**config.mk**
```make
export PLATFORM = sky130hd
export DESIGN_NAME = mmio_uart_tx
export DESIGN_NICKNAME = d
export VERILOG_FILES = /design/src/rtl/mmio_uart_tx_pkg.sv /design/src/rtl/uart_tx_fifo.sv /design/src/rtl/mmio_uart_tx.sv
export SDC_FILE = /design/constraint.sdc
export NUM_CORES = 1
export LEC_CHECK = 0
export ABC_AREA = 1
export CORE_MARGIN = 3
export CORE_UTILIZATION = 45
export CTS_CLUSTER_SIZE = 24
export DETAILED_ROUTE_END_ITERATION = 10
export PLACE_DENSITY = 0.64
export SLEW_MARGIN = 0
export SYNTH_ARGS = -nofsm -noshare
export SYNTH_HDL_FRONTEND = slang
export SYNTH_SLANG_ARGS = --single-unit
export TNS_END_PERCENT = 100
```
**constraint.sdc**
```tcl
create_clock -name clk -period 2.8 [get_ports clk]
set_input_delay 0.42 -clock clk [delete_from_list [all_inputs] [get_ports clk]]
set_output_delay 0.42 -clock clk [all_outputs]
set_load 0.01 [all_outputs]
```
**src/rtl/mmio_uart_tx_pkg.sv**
```systemverilog
// Shared constants for the MMIO UART transmitter: register offsets,
// STATUS/CTRL bit positions and serialiser state encodings.
package mmio_uart_tx_pkg;

   localparam logic [1:0] UART_OFF_TXDATA = 2'd0;
   localparam logic [1:0] UART_OFF_STATUS = 2'd1;
   localparam logic [1:0] UART_OFF_DIV    = 2'd2;
   localparam logic [1:0] UART_OFF_CTRL   = 2'd3;

   localparam int UART_STAT_FULL  = 0;
   localparam int UART_STAT_EMPTY = 1;
   localparam int UART_STAT_BUSY  = 2;
   localparam int UART_STAT_OVF   = 3;
   localparam int UART_STAT_CNT   = 8;

   localparam int UART_CTRL_TXEN  = 0;
   localparam int UART_CTRL_IRQEN = 1;

   typedef enum logic [1:0] {
      UART_ST_IDLE  = 2'd0,
      UART_ST_START = 2'd1,
      UART_ST_DATA  = 2'd2,
      UART_ST_STOP  = 2'd3
   } uart_state_e;

   // A zero divisor still needs one cycle per bit
   function automatic logic [15:0] uart_bit_len(input logic [15:0] div);
      return (div == 16'd0) ? 16'd1 : div;
   endfunction

endpackage

```
**src/rtl/uart_tx_fifo.sv**
```systemverilog
// Synchronous byte FIFO feeding the UART serialiser.
// A push into a full FIFO is accepted only when a pop lands in the same cycle.
module uart_tx_fifo #(
   parameter int DEPTH = 16
) (
   input  logic                     clk,
   input  logic                     rst,
   input  logic                     i_push,
   input  logic [7:0]               i_din,
   input  logic                     i_pop,
   output logic [7:0]               o_dout,
   output logic                     o_full,
   output logic                     o_empty,
   output logic [$clog2(DEPTH):0]   o_count
);

   localparam int AW = $clog2(DEPTH);
   localparam logic [AW-1:0] PTR_ONE  = 1;
   localparam logic [AW:0]   CNT_ONE  = 1;
   localparam logic [AW:0]   CNT_FULL = (AW+1)'(DEPTH);

   logic [7:0]    r_mem [DEPTH];
   logic [AW-1:0] r_wr_ptr;
   logic [AW-1:0] r_rd_ptr;
   logic [AW:0]   r_count;
   logic          w_do_push;
   logic          w_do_pop;

   assign o_full    = (r_count == CNT_FULL);
   assign o_empty   = (r_count == '0);
   assign o_count   = r_count;
   assign o_dout    = r_mem[r_rd_ptr];
   assign w_do_pop  = i_pop & ~o_empty;
   assign w_do_push = i_push & (~o_full | w_do_pop);

   always_ff @(posedge clk) begin
      if (w_do_push) r_mem[r_wr_ptr] <= i_din;
   end

   always_ff @(posedge clk or posedge rst) begin
      if (rst) begin
         r_wr_ptr <= '0;
         r_rd_ptr <= '0;
         r_count  <= '0;
      end else begin
         if (w_do_push) r_wr_ptr <= r_wr_ptr + PTR_ONE;
         if (w_do_pop)  r_rd_ptr <= r_rd_ptr + PTR_ONE;
         unique case ({w_do_push, w_do_pop})
            2'b10:   r_count <= r_count + CNT_ONE;
            2'b01:   r_count <= r_count - CNT_ONE;
            default: r_count <= r_count;
         endcase
      end
   end

endmodule

```
**src/rtl/mmio_uart_tx.sv**
```systemverilog
// MMIO UART transmitter: register decode, TX FIFO and 8N1 serialiser.
// Define UART_TX_IRQ_EN to add the o_irq port and CTRL[1] irq_en.
module mmio_uart_tx
   import mmio_uart_tx_pkg::*;
#(
   parameter logic [29:0] BASE_ADDR  = 30'h0,
   parameter int          FIFO_DEPTH = 16,
   parameter logic [15:0] DIV_RESET  = 16'd434
) (
   input  logic        clk,
   input  logic        rst,
   input  logic [29:0] i_mmio_addr,
   input  logic [31:0] i_mmio_data,
   input  logic [3:0]  i_mmio_mask,
   input  logic        i_mmio_wren,
   output logic [31:0] o_mmio_data,
`ifdef UART_TX_IRQ_EN
   output logic        o_irq,
`endif
   output logic        o_tx
);

   localparam int CW = $clog2(FIFO_DEPTH) + 1;

   logic          w_hit;
   logic [1:0]    w_off;
   logic          w_wr;
   logic          w_push;
   logic          w_pop;
   logic          w_can_pop;
   logic          w_ovf_set;
   logic          w_ovf_clr;
   logic [7:0]    w_dout;
   logic          w_full;
   logic          w_empty;
   logic [CW-1:0] w_count;
   logic [7:0]    w_cnt8;
   logic          w_busy;
   logic          w_bit_done;
   logic [31:0]   w_status;
   logic [31:0]   w_ctrl;
   logic          w_unused;

   logic [15:0]   r_div;
   logic          r_tx_en;
   logic          r_ovf;
   logic [7:0]    r_shift;
   logic [15:0]   r_bit_len;
   logic [15:0]   r_cnt;
   logic [2:0]    r_idx;

   uart_state_e   r_state;
   uart_state_e   w_state_nxt;

   assign w_hit  = (i_mmio_addr[29:2] == BASE_ADDR[29:2]);
   assign w_off  = i_mmio_addr[1:0];
   assign w_wr   = w_hit & i_mmio_wren;
   assign w_push = w_wr & (w_off == UART_OFF_TXDATA) & i_mmio_mask[0];

   assign w_ovf_set = w_push & w_full & ~w_pop;
   assign w_ovf_clr = w_wr & (w_off == UART_OFF_STATUS)
                      & i_mmio_mask[0] & i_mmio_data[UART_STAT_OVF];

   assign w_busy     = (r_state != UART_ST_IDLE);
   assign w_bit_done = (r_cnt == r_bit_len - 16'd1);
   assign w_can_pop  = r_tx_en & ~w_empty;

   // Popping from the last STOP cycle keeps frames back-to-back
   assign w_pop = w_can_pop & ((r_state == UART_ST_IDLE)
                  | ((r_state == UART_ST_STOP) & w_bit_done));

   assign w_cnt8   = 8'(w_count);
   assign w_unused = ^{i_mmio_data[31:16], i_mmio_mask[3:2]};

   uart_tx_fifo #(
      .DEPTH   (FIFO_DEPTH)
   ) u_fifo (
      .clk     (clk),
      .rst     (rst),
      .i_push  (w_push),
      .i_din   (i_mmio_data[7:0]),
      .i_pop   (w_pop),
      .o_dout  (w_dout),
      .o_full  (w_full),
      .o_empty (w_empty),
      .o_count (w_count)
   );

   always_ff @(posedge clk or posedge rst) begin
      if (rst) begin
         r_ovf <= 1'b0;
      end else if (w_ovf_set) begin
         r_ovf <= 1'b1;
      end else if (w_ovf_clr) begin
         r_ovf <= 1'b0;
      end
   end

   always_ff @(posedge clk or posedge rst) begin
      if (rst) begin
         r_div <= DIV_RESET;
      end else if (w_wr && w_off == UART_OFF_DIV) begin
         if (i_mmio_mask[0]) r_div[7:0]  <= i_mmio_data[7:0];
         if (i_mmio_mask[1]) r_div[15:8] <= i_mmio_data[15:8];
      end
   end

   always_ff @(posedge clk or posedge rst) begin
      if (rst) begin
         r_tx_en <= 1'b1;
      end else if (w_wr && w_off == UART_OFF_CTRL && i_mmio_mask[0]) begin
         r_tx_en <= i_mmio_data[UART_CTRL_TXEN];
      end
   end

`ifdef UART_TX_IRQ_EN
   logic r_irq_en;
   logic r_irq;

   always_ff @(posedge clk or posedge rst) begin
      if (rst) begin
         r_irq_en <= 1'b0;
      end else if (w_wr && w_off == UART_OFF_CTRL && i_mmio_mask[0]) begin
         r_irq_en <= i_mmio_data[UART_CTRL_IRQEN];
      end
   end

   always_ff @(posedge clk or posedge rst) begin
      if (rst) begin
         r_irq <= 1'b0;
      end else begin
         r_irq <= r_irq_en & w_empty & ~w_busy;
      end
   end

   assign o_irq = r_irq;
`endif

   always_comb begin
      w_ctrl = '0;
      w_ctrl[UART_CTRL_TXEN] = r_tx_en;
`ifdef UART_TX_IRQ_EN
      w_ctrl[UART_CTRL_IRQEN] = r_irq_en;
`endif
   end

   always_comb begin
      w_status = '0;
      w_status[UART_STAT_FULL]  = w_full;
      w_status[UART_STAT_EMPTY] = w_empty;
      w_status[UART_STAT_BUSY]  = w_busy;
      w_status[UART_STAT_OVF]   = r_ovf;
      w_status[UART_STAT_CNT +: 8] = w_cnt8;
   end

   always_comb begin
      o_mmio_data = '0;
      if (w_hit) begin
         unique case (w_off)
            UART_OFF_TXDATA: o_mmio_data = '0;
            UART_OFF_STATUS: o_mmio_data = w_status;
            UART_OFF_DIV:    o_mmio_data = {16'd0, r_div};
            UART_OFF_CTRL:   o_mmio_data = w_ctrl;
         endcase
      end
   end

   always_ff @(posedge clk or posedge rst) begin
      if (rst) begin
         r_state <= UART_ST_IDLE;
      end else begin
         r_state <= w_state_nxt;
      end
   end

   always_comb begin
      w_state_nxt = r_state;
      unique case (r_state)
         UART_ST_IDLE:
            if (w_pop) w_state_nxt = UART_ST_START;
         UART_ST_START:
            if (w_bit_done) w_state_nxt = UART_ST_DATA;
         UART_ST_DATA:
            if (w_bit_done && r_idx == 3'd7) w_state_nxt = UART_ST_STOP;
         UART_ST_STOP:
            if (w_bit_done) w_state_nxt = w_pop ? UART_ST_START : UART_ST_IDLE;
      endcase
   end

   always_comb begin
      o_tx = 1'b1;
      unique case (r_state)
         UART_ST_IDLE:  o_tx = 1'b1;
         UART_ST_START: o_tx = 1'b0;
         UART_ST_DATA:  o_tx = r_shift[0];
         UART_ST_STOP:  o_tx = 1'b1;
      endcase
   end

   // Bit timing and shift register; bit_len is frozen for the whole frame
   always_ff @(posedge clk or posedge rst) begin
      if (rst) begin
         r_shift   <= '0;
         r_bit_len <= 16'd1;
         r_cnt     <= '0;
         r_idx     <= '0;
      end else if (w_pop) begin
         r_shift   <= w_dout;
         r_bit_len <= uart_bit_len(r_div);
         r_cnt     <= '0;
         r_idx     <= '0;
      end else if (w_busy) begin
         if (w_bit_done) begin
            r_cnt <= '0;
            if (r_state == UART_ST_DATA) begin
               r_shift <= r_shift >> 1;
               r_idx   <= r_idx + 3'd1;
            end
         end else begin
            r_cnt <= r_cnt + 16'd1;
         end
      end
   end

endmodule

```
==> results.json <==
{
  "finalCriticalPeriod_ns": 2.84,
  "grt_antenna_before_repair": 0,
  "relSlewSlack": 0.467,
  "grt_max_degree": 66,
  "grt_pass1_wl_mm": 38.7,
  "syn_area_per_cell_um2": 9.73,
  "tritoncts": "yes",
  "worstPathCellList": "inv_2 > ha_4 > xor2_1 > and3b_2 > nand4_1 > nor2_2 > nand3_4 > nand2_4 > buf_4 > buf_6 > nand2_4 > nand2_4 > nand2_4 > clkinv_8 > nand3_4 > nor2_4 > buf_12",
  "rr_endpoint": "u_fifo.r_mem[11][7]",
  "cts_sinks": 204,
  "clockRootBuffer": "clkbuf_16",
  "peakVddDrop_mv": 0.502,
  "grt_pass1_vias": 7418,
  "hold_violations": 0,
  "setup_ws_ns": -0.0427,
  "max_cap_viol_count": 0,
  "routabilityCongestion": 0.880,
  "htreeDepth": 1,
  "cts_buffer_depth": 3,
  "cts_buffers": 23,
  "clk_pin_slew_ns": 0.06,
  "crit_required_ns": 3.03,
  "max_stage_delay_ns": 0.53,
  "synth.yosys.seq_area_share": 0.580,
  "cp_max_fo": 8,
  "drt_iter0_drc": 529,
  "wl_mm": 24.9,
  "ys_types": 50,
  "postCtsHoldBufs": 0,
  "dieArea_um2": 23900,
  "period_share": 1.02,
  "core_area_um2": 21400,
  "clk_latency_ns": 0.52,
  "final_cell_count_no_fill": 1483,
  "pre_cts_ws_ns": -0.276,
  "synth.ff_latch_count": 204,
  "drive_gt1_frac": 0.205,
  "hold_ws_ns": 0.248,
  "wl_per_cell_um": 16.8,
  "tightest_slew_ns": 0.797,
  "port_buffers": 67,
  "power_density_nw_per_um2": 490,
  "synth_top_area_share": 0.387,
  "finalMaxSlewViolations": 0,
  "via_count": 7826,
  "p_leak_nw": 5.45,
  "timing.fmax_mhz": 352,
  "drt_pass1_iterations": 4,
  "grt.total_usage": 0.201,
  "die_h_um": 154,
  "grt_overflow": 0,
  "die_x_um": 154,
  "rrSetupSlack_ns": -0.04,
  "area_growth_pct": 30.1,
  "insertedDiodeCount": 0,
  "viasPerCell": 5.28,
  "hp-class": "in2async",
  "fin_tns_setup_ns": -1.81,
  "dp_hpwl_mm": 16.5,
  "critPathLaunch": "r_bit_len[0]",
  "setup_violations": 113,
  "ios": 102,
  "arrival_ns": 3.07,
  "drc": 0,
  "final_cell_mix": "nand2_1 (198), edfxtp_1 (128), nor2_1 (87)",
  "cp-end-kind": "register",
  "ys_warn_count": 0,
  "synth_area_leaders": "edfxtp_1 (39%), dfrtp_1 (17%), nand2_1 (7.7%)",
  "crit_type": "reg2reg",
  "syn-cell-area_um2": 9920,
  "syn-instance-count": 1020,
  "nets": 1279,
  "slowest_stage": "dfstp_2",
  "clock_skew_ns": 0.0123,
  "dp_cells": 1421,
  "status": "finished, violations left",
  "final_common_cell": "nand2_1",
  "yosysTopAreaCell": "edfxtp_1",
  "violations": "setup timing",
  "timing.rr.start": "r_bit_len[0]",
  "rows": 53,
  "start_util": 0.465,
  "crit_path_start_kind": "register",
  "detail-route-antenna-nets": 0,
  "crit_top_cell": "nand2_4",
  "rsz0062_at_grt": "yes",
  "r2r_cells": 17
}
[metal layers]
layer  up-vias  global-route usage  share of wire
li1       3820                   -              -
met1      3739               0.281           0.43
met2       214               0.330           0.48
met3        53              0.0291          0.059
met4         0              0.0538          0.026
met5         -                   0              0
[cell type report]
class / instances / area (µm²)
Clock inverter: 11 / 121
Timing Repair Buffer: 179 / 1670
Clock buffer: 31 / 616
Multi-Input combinational cell: 696 / 4040
Fill cell: 1793 / 8450
Sequential cell: 204 / 5760
Inverter: 87 / 348
Tap cell: 275 / 344
[Yosys cell counts, drive strengths merged]
cell type  instances
nand2            217
edfxtp           128
nor2             120
o21ai             85
inv               84
nand3             72
dfrtp             69
a21oi             50
clkbuf            27
xor2              22
buf               21
ha                18
nor4              15
o22ai             15
nor3              13
a221oi            12
nand4             12
dfstp              7
xnor2              6
o221ai             4
a31oi              3
clkinv             3
mux2               3
nand3b             3
a21o               1
a22oi              1
a41oi              1
and2               1
and3b              1
conb               1
fa                 1
nand2b             1
o21a               1
o31ai              1
or2                1
[worst max-delay path, delay by kind of cell, from the launching register on]
family                     cells  cell delay [ns]
and+or+nand+nor               10             1.15
DFF                            1             0.53
buffers and inverters          5             0.49
adders and majority gates      1             0.25
xor gates and xnor gates       1             0.13
[report_power, final]
group,leakage (nW),switching [W],internal (W)
logic,2.99,0.0000903,0.0000716
clock network,0.364,0.00121,0.00174
registers,2.10,0.000000273,0.00321
total,5.45,0.00130,0.00502
[state kept, by name (all words and copies together) (netlist names)]
| name | count |
|---|---|
| u_fifo.o_count | 5 |
| u_fifo.r_mem | 128 |
| r_cnt | 16 |
| r_ovf | 1 |
| r_shift | 8 |
| r_div | 16 |
| u_fifo.r_wr_ptr | 4 |
| r_tx_en | 1 |
| u_fifo.r_rd_ptr | 4 |
| r_bit_len | 16 |
| r_idx | 3 |
| r_state | 2 |
[logic make-up (layout without fill, tap and decap cells)]
logic type,after synthesis,count (layout),synth area share
XOR/XNOR,28,28,0.0255
AO/OA/AOI/OAI,174,174,0.0986
adder cells (fa/ha/maj),19,19,0.0247
other,1,16,0.000378
AND/OR/NAND/NOR,456,456,0.208
flip-flops,204,204,0.580
multiplexers,3,3,0.00341
buffers and inverters,135,308,0.0589
[what timing repair did]
item / in CTS / in global routing
gates cloned: 0 / 2
setup buffers: 4 / 14
resized for setup: 35 / 99
setup endpoints to repair: 18 / 144
pin swaps: 11 / 28
[worst max-delay path by stage]
stage,endpoint,depth (start not counted)
6_report,u_fifo.r_mem[11][7],17
5_1_grt,u_fifo.o_count[4],21
4_1_cts,u_fifo.o_count[4],21
3_5_place_dp,u_fifo.o_count[3],16
3_3_place_gp,u_fifo.o_count[4],18
2_1_floorplan,u_fifo.o_count[4],18
[stage by stage]
stage / utilization / cell area (µm²) / power [W]
finish: 0.604 / 12900 / 0.00632
global placement: 0.539 / 11500 / 0.00343
global route: 0.604 / 12900 / 0.00653
CTS: 0.577 / 12300 / 0.00638
floorplan: - / 10000 / 0.00332
detailed placement: 0.539 / 11500 / 0.00343
(Power assumes the default switching activity.)
